File: src/rtl/rom_arbiter.sv
// rom_arbiter: round-robin arbiter giving two requesters 3-cycle read access to a combinational ROM
module rom_arbiter #(
  parameter int ADDR_W = 32,
  parameter int DATA_W = 32,
  parameter int ROM_AW = 15
) (
  input  logic              clk,
  input  logic              reset,
  input  logic              m0_req,
  input  logic [ADDR_W-1:0] m0_addr,
  output logic [DATA_W-1:0] m0_rdata,
  output logic              m0_rvalid,
  output logic              m0_err,
  input  logic              m1_req,
  input  logic [ADDR_W-1:0] m1_addr,
  output logic [DATA_W-1:0] m1_rdata,
  output logic              m1_rvalid,
  output logic              m1_err,
  output logic [ADDR_W-1:0] rom_addr,
  input  logic [DATA_W-1:0] rom_data,
  output logic              busy
);
  typedef enum logic [1:0] {IDLE, ACCESS, DONE} state_t;
  state_t state, state_n;
  logic ptr, win, oor, sel_win;
  logic [ADDR_W-1:0] sel_addr;
  always_comb begin
    sel_win  = (m0_req && m1_req) ? ptr : m1_req;
    sel_addr = sel_win ? m1_addr : m0_addr;
    state_n  = state == IDLE   ? ((m0_req || m1_req) ? ACCESS : IDLE) :
               state == ACCESS ? DONE : IDLE;
  end
  always_ff @(posedge clk or posedge reset) begin
    if (reset) begin
      state    <= IDLE;
      rom_addr <= '0;
      m0_rdata <= '0;
      m1_rdata <= '0;
      ptr      <= 1'b0;
      win      <= 1'b0;
      oor      <= 1'b0;
    end else begin
      state <= state_n;
      case (state)
        IDLE: if (m0_req || m1_req) begin
          rom_addr <= sel_addr & ~ADDR_W'(3);
          win      <= sel_win;
          oor      <= (sel_addr >> (ROM_AW + 2)) != '0;
        end
        ACCESS: if (win) m1_rdata <= oor ? '0 : rom_data;
                else     m0_rdata <= oor ? '0 : rom_data;
        DONE: ptr <= ~win;
        default: ;
      endcase
    end
  end
  // responses are decoded straight from state so reset kills them instantly
  assign busy      = state != IDLE;
  assign m0_rvalid = state == DONE && !win;
  assign m1_rvalid = state == DONE && win;
  assign m0_err    = m0_rvalid && oor;
  assign m1_err    = m1_rvalid && oor;
endmodule

File: config.mk
export PLATFORM = sky130hd
export DESIGN_NAME = rom_arbiter
export DESIGN_NICKNAME = d
export VERILOG_FILES = /design/src/rtl/rom_arbiter.sv
export SDC_FILE = /design/constraint.sdc
export NUM_CORES = 1
export LEC_CHECK = 0
export BUFFER_PORTS_ARGS = -buffer_cell sky130_fd_sc_hd__buf_2
export CAP_MARGIN = 30
export CORE_AREA = 5 5 91 127
export DETAILED_ROUTE_END_ITERATION = 6
export DIE_AREA = 0 0 96 132
export GPL_TIMING_DRIVEN = 0
export PLACE_DENSITY = 0.75
export SLEW_MARGIN = 10
export SYNTH_ARGS = -nofsm -noshare
export SYNTH_HDL_FRONTEND = slang
export SYNTH_SLANG_ARGS = --single-unit
export TNS_END_PERCENT = 100
File: constraint.sdc
create_clock -name clk -period 2.9 [get_ports clk]
set_input_delay 0.29 -clock clk [delete_from_list [all_inputs] [get_ports clk]]
set_output_delay 0.29 -clock clk [all_outputs]
set_load 0.05 [all_outputs]
# After elaboration in Yosys (flattened, before gate mapping)
# Cells that the tools add are included.
[op_classes]
bitwise = 1
eq_ne = 2
n_reduce_logical = 13
muxes = 6
[ops]
columns = ["op", "count"]
rows = [
  ["two-way mux 32 bit", 2],
  ["nonzero test 32 bit", 1],
  ["AND reduction 2 bit", 3],
  ["logical AND 1 bit", 5],
  ["two-way mux 2 bit", 2],
  ["equality test 2 x 1 -> 1 bit, second input constant", 1],
  ["equality test 2 bit, second input constant", 1],
  ["logical NOT 2 bit", 1],
  ["two-way mux 1 bit", 2],
  ["nonzero test 2 bit", 1],
  ["logical NOT 1 bit", 1],
  ["logical OR 1 bit", 1],
  ["inverter 1 bit", 1],
]
[totals]
out_inout_bits = 101
regBits = 99

# Longest topological paths before layout
[logic_depth]
word_depth = 4
ltp_mapped = 6
mapped_depth_nobuf = 4

# Worst setup path after synthesis
# OpenSTA, ideal clock, no wires.
[synth_timing]
path_type = "register -> output"
start = "register state[0]"
end = "output m0_err"
arrival_time_ps = 1832
path_stages_with_launch = 4
n_path_buf = 0
setup_slack_ps = 778
cell_sequence = "dfrtp_1 -> nor2b_1 -> nor2b_1 -> and2_1"
[synth_between]
elab_chain_len = 3
[synth_rtl]
columns = ["element", "line", "rtl"]
rows = [
  ["start, declared", "24", "state_t state, state_n;"],
  ["start signal, assigned", "43", "state <= state_n;"],
  ["equality test 2 bit", "59", "assign m0_rvalid = state == DONE && !win;"],
  ["logical AND 1 bit", "59", ""],
  ["via m0_rvalid", "12", "output logic m0_rvalid,"],
  ["logical AND 1 bit", "61", "assign m0_err = m0_rvalid && oor;"],
  ["end, declared", "13", "output logic m0_err,"],
]
# The timed path passes the listed nets, and every way through them passes these cells.

# Worst setup path in the final report
[layout_timing]
start = "register oor"
end = "output m1_err"
[layout_between]
elab_chain_len = 1
[layout_rtl]
columns = ["element", "line", "rtl"]
rows = [
  ["start, declared", "25", "logic ptr, win, oor, sel_win;"],
  ["start signal, assigned", "41", "oor <= 1'b0;"],
  ["start signal, assigned", "48", "oor <= (sel_addr >> (ROM_AW + 2)) != '0;"],
  ["logical AND 1 bit", "62", "assign m1_err = m1_rvalid && oor;"],
  ["end, declared", "18", "output logic m1_err,"],
]
# No other way between the ends.

==> flow_metrics.env <==
export IMPL_finalNonFillerCells=760
export IMPL_number_of_buffers_added_by_the_clock_tree_synthesis_step=9
export IMPL_die_area_mm2=0.0127
export IMPL_clock_skew_ns=0.00642
export IMPL_postSynthRegisterBits=99
export IMPL_post_placement_cell_area_mm2=0.00539
export IMPL_cts_root_buffer_cell="clkbuf_16"
export IMPL_setup_worst_path_start_class="flop"
export IMPL_leakage_nw=3.03
export IMPL_drt_iter0_drc=102
export IMPL_clock_fmax_mhz=514
export IMPL_failed_checks="hold timing"
export IMPL_synth_lib_cells_used_distinct=21
export IMPL_rows=44
export IMPL_clockBufferDepth=2
export IMPL_wl_per_cell_um=15.4
export IMPL_route_antenna_remaining_nets=0
export IMPL_syn_cell_area_mm2=0.00422
export IMPL_max_cap_violations=0
export IMPL_hold_buffers=0
export IMPL_hold_slack_ns=-0.00456
export IMPL_vdd_ir_drop_max_mv=0.720
export IMPL_pin_count_of_the_biggest_net_entering_global_routing=61
export IMPL_die_height_um=132
export IMPL_utilization=0.555
export IMPL_final_nets=717
export IMPL_timing_hold_worst_class="in -> async"
export IMPL_hpwl_mm=9.22
export IMPL_vias_in_the_first_global_route=3910
export IMPL_synth_top_area_cell="dfrtp_1"
export IMPL_cts_tree="done"
export IMPL_report_final_hold_viol_count=7
export IMPL_first_pass_grt_wire_length_mm=18.8
export IMPL_netlist_top_cells_area="dfrtp_1 59%, nand2_1 8.6%, o21ai_0 7.5%, mux2i_1 7.4%, nand2b_1 4.9%"
export IMPL_setup_slack_ns=0.956
export IMPL_grt_setup_unrepaired="no"
export IMPL_critical_path_class="reg -> out"
export IMPL_floorplan_io_pins=201
export IMPL_gpl_final_weighted_congestion=0.983
export IMPL_cp_max_fo=10
export IMPL_yosys_warnings=0
export IMPL_route_final_wire_length_mm=11.7
export IMPL_layout_cell_share_with_drive_strength_beyond_1=0.391
export IMPL_cts_repair_timing_setup_buffer_count=0
export IMPL_crit_arrival_ns=1.65
export IMPL_initial_utilization=0.412
export IMPL_globalRouteTotalUtil=0.189
export IMPL_finalSetupViolations=0
export IMPL_gr_ovfl_total=0
export IMPL_vias=3722
export IMPL_clock_sinks=99
export IMPL_layout_worst_path_cycle_share=0.670
export IMPL_numPortBuffers=194
export IMPL_final_common_cell="buf_2"
export IMPL_grt_antenna_before_repair=0
export IMPL_num_fill_cells=961
export IMPL_post_synth_inst_count=410
export IMPL_synthToLayoutAreaGrowth_pct=34.8
export IMPL_viasPerCell=4.90
export IMPL_slew_limit_headroom=0.651
export IMPL_drt_pre_antenna_iters=4
export IMPL_dieWidth_um=96
export IMPL_worst_slew_pin_slew_ns=0.523
export IMPL_endpoint_kind="output pin"
export IMPL_final_period_minus_worst_setup_slack_ns=1.94
export IMPL_syn_area_per_cell_um2=10.3
export IMPL_final_cell_mix="199 x buf_2, 99 x dfrtp_1, 97 x nand2_1"
export IMPL_preCtsSetupSlack_ns=1.25
export IMPL_detail_route_drc_violations=0
export IMPL_post_cts_resize_count=0
export IMPL_seq_area_frac_synth=0.588
export IMPL_cts_htree_levels=3
export IMPL_cts_reportedPaths_clkPinSlew_ns=0.06
export IMPL_required_ns=2.61
export IMPL_post_route_cell_area_mm2=0.00568
export IMPL_worst_skew_pair_late_latency_ns=0.33
export IMPL_antenna_cells_inserted=0
export IMPL_timing_max_transition_violations_final=0
export IMPL_synth_top_cell_area_share=0.588
export IMPL_post_place_cells=744
export IMPL_cp_startpoint="oor"
export IMPL_run_status="finished with violations"
export IMPL_fp_coreArea_mm2=0.0102
export IMPL_worstReg2RegStart="state[0]"
export IMPL_power_density_cell_area_mw_per_mm2=1410
## report_power, final
part	switching, W	leakage, nW	internal [W]
registers	0.000348	1.28	0.00202
logic	0.00344	1.61	0.00105
clock network	0.000490	0.142	0.000653
## final timing paths
kind | end | depth (start not counted) | slack (ns)
worst min register to register | rom_addr[28] | 2 | 0.48
worst max-delay path | m1_err | 3 | 0.96
min in group clk | m1_rdata[7] | 3 | 0.23
worst min-delay path | rom_addr[3] | 2 | -0.005
max in group asynchronous | m1_rdata[11] | 3 | 2.24
worst max register to register | m1_rdata[1] | 4 | 1.36
## cell families (layout without fill, tap and decap cells)
| logic type | Yosys count | count (layout) | synth area share |
|---|---|---|---|
| other | 1 | 2 | 0.000890 |
| AO/OA/AOI/OAI | 97 | 97 | 0.131 |
| buffers and inverters | 31 | 242 | 0.0424 |
| AND/OR/NAND/NOR | 151 | 151 | 0.164 |
| flip-flops | 99 | 99 | 0.588 |
| multiplexers | 31 | 31 | 0.0736 |
## metal layers
metal / track usage / vias up / part of all wire
met2: 0.324 / 165 / 0.51
met5: 0 / - / 0
li1: - / 1787 / -
met4: 0.0657 / 0 / 0.023
met3: 0.0531 / 20 / 0.076
met1: 0.221 / 1750 / 0.39
## cells in the mapped netlist
cell / instances
and2_1: 2
and3_1: 1
buf_2: 5
buf_4: 3
buf_6: 6
clkbuf_1: 14
conb_1: 1
dfrtp_1: 99
inv_1: 3
mux2i_1: 31
nand2_1: 97
nand2b_1: 33
nand4_1: 2
nor2_1: 3
nor2b_1: 3
nor3_1: 2
nor4_1: 6
o21ai_0: 63
o21ai_1: 16
o21ai_2: 18
or2_1: 2
## state kept, by name, summed over array words and instances, names as in the netlist
register  cells
win           1
oor           1
rom_addr     30
m1_rdata     32
state         2
m0_rdata     32
ptr           1
## worst max-delay path, cell delays in order (launching register included)
cell      delay, ns
dfrtp_1        0.44
clkbuf_1       0.39
and3_1         0.22
buf_2          0.26
## cell type report
| class | count | area (um2) | share of cell area |
|---|---|---|---|
| Buffer | 28 | 168 | 0.0295 |
| Sequential cell | 99 | 2480 | 0.436 |
| Inverter | 3 | 13.8 | 0.00242 |
| Timing Repair Buffer | 195 | 998 | 0.176 |
| Multi-Input combinational cell | 281 | 1560 | 0.275 |
| Clock inverter | 3 | 21.3 | 0.00374 |
| Tap cell | 138 | 173 | 0.0304 |
| Clock buffer | 13 | 270 | 0.0475 |
## through the flow
step	power (W)	setup TNS [ns]
global placement	0.00685	-98.66
CTS	0.00810	0
floorplan	0.00575	0
global route	0.00847	0
detailed placement	0.00695	0
finish	0.00800	0
Power figures use the tool's default switching activity.
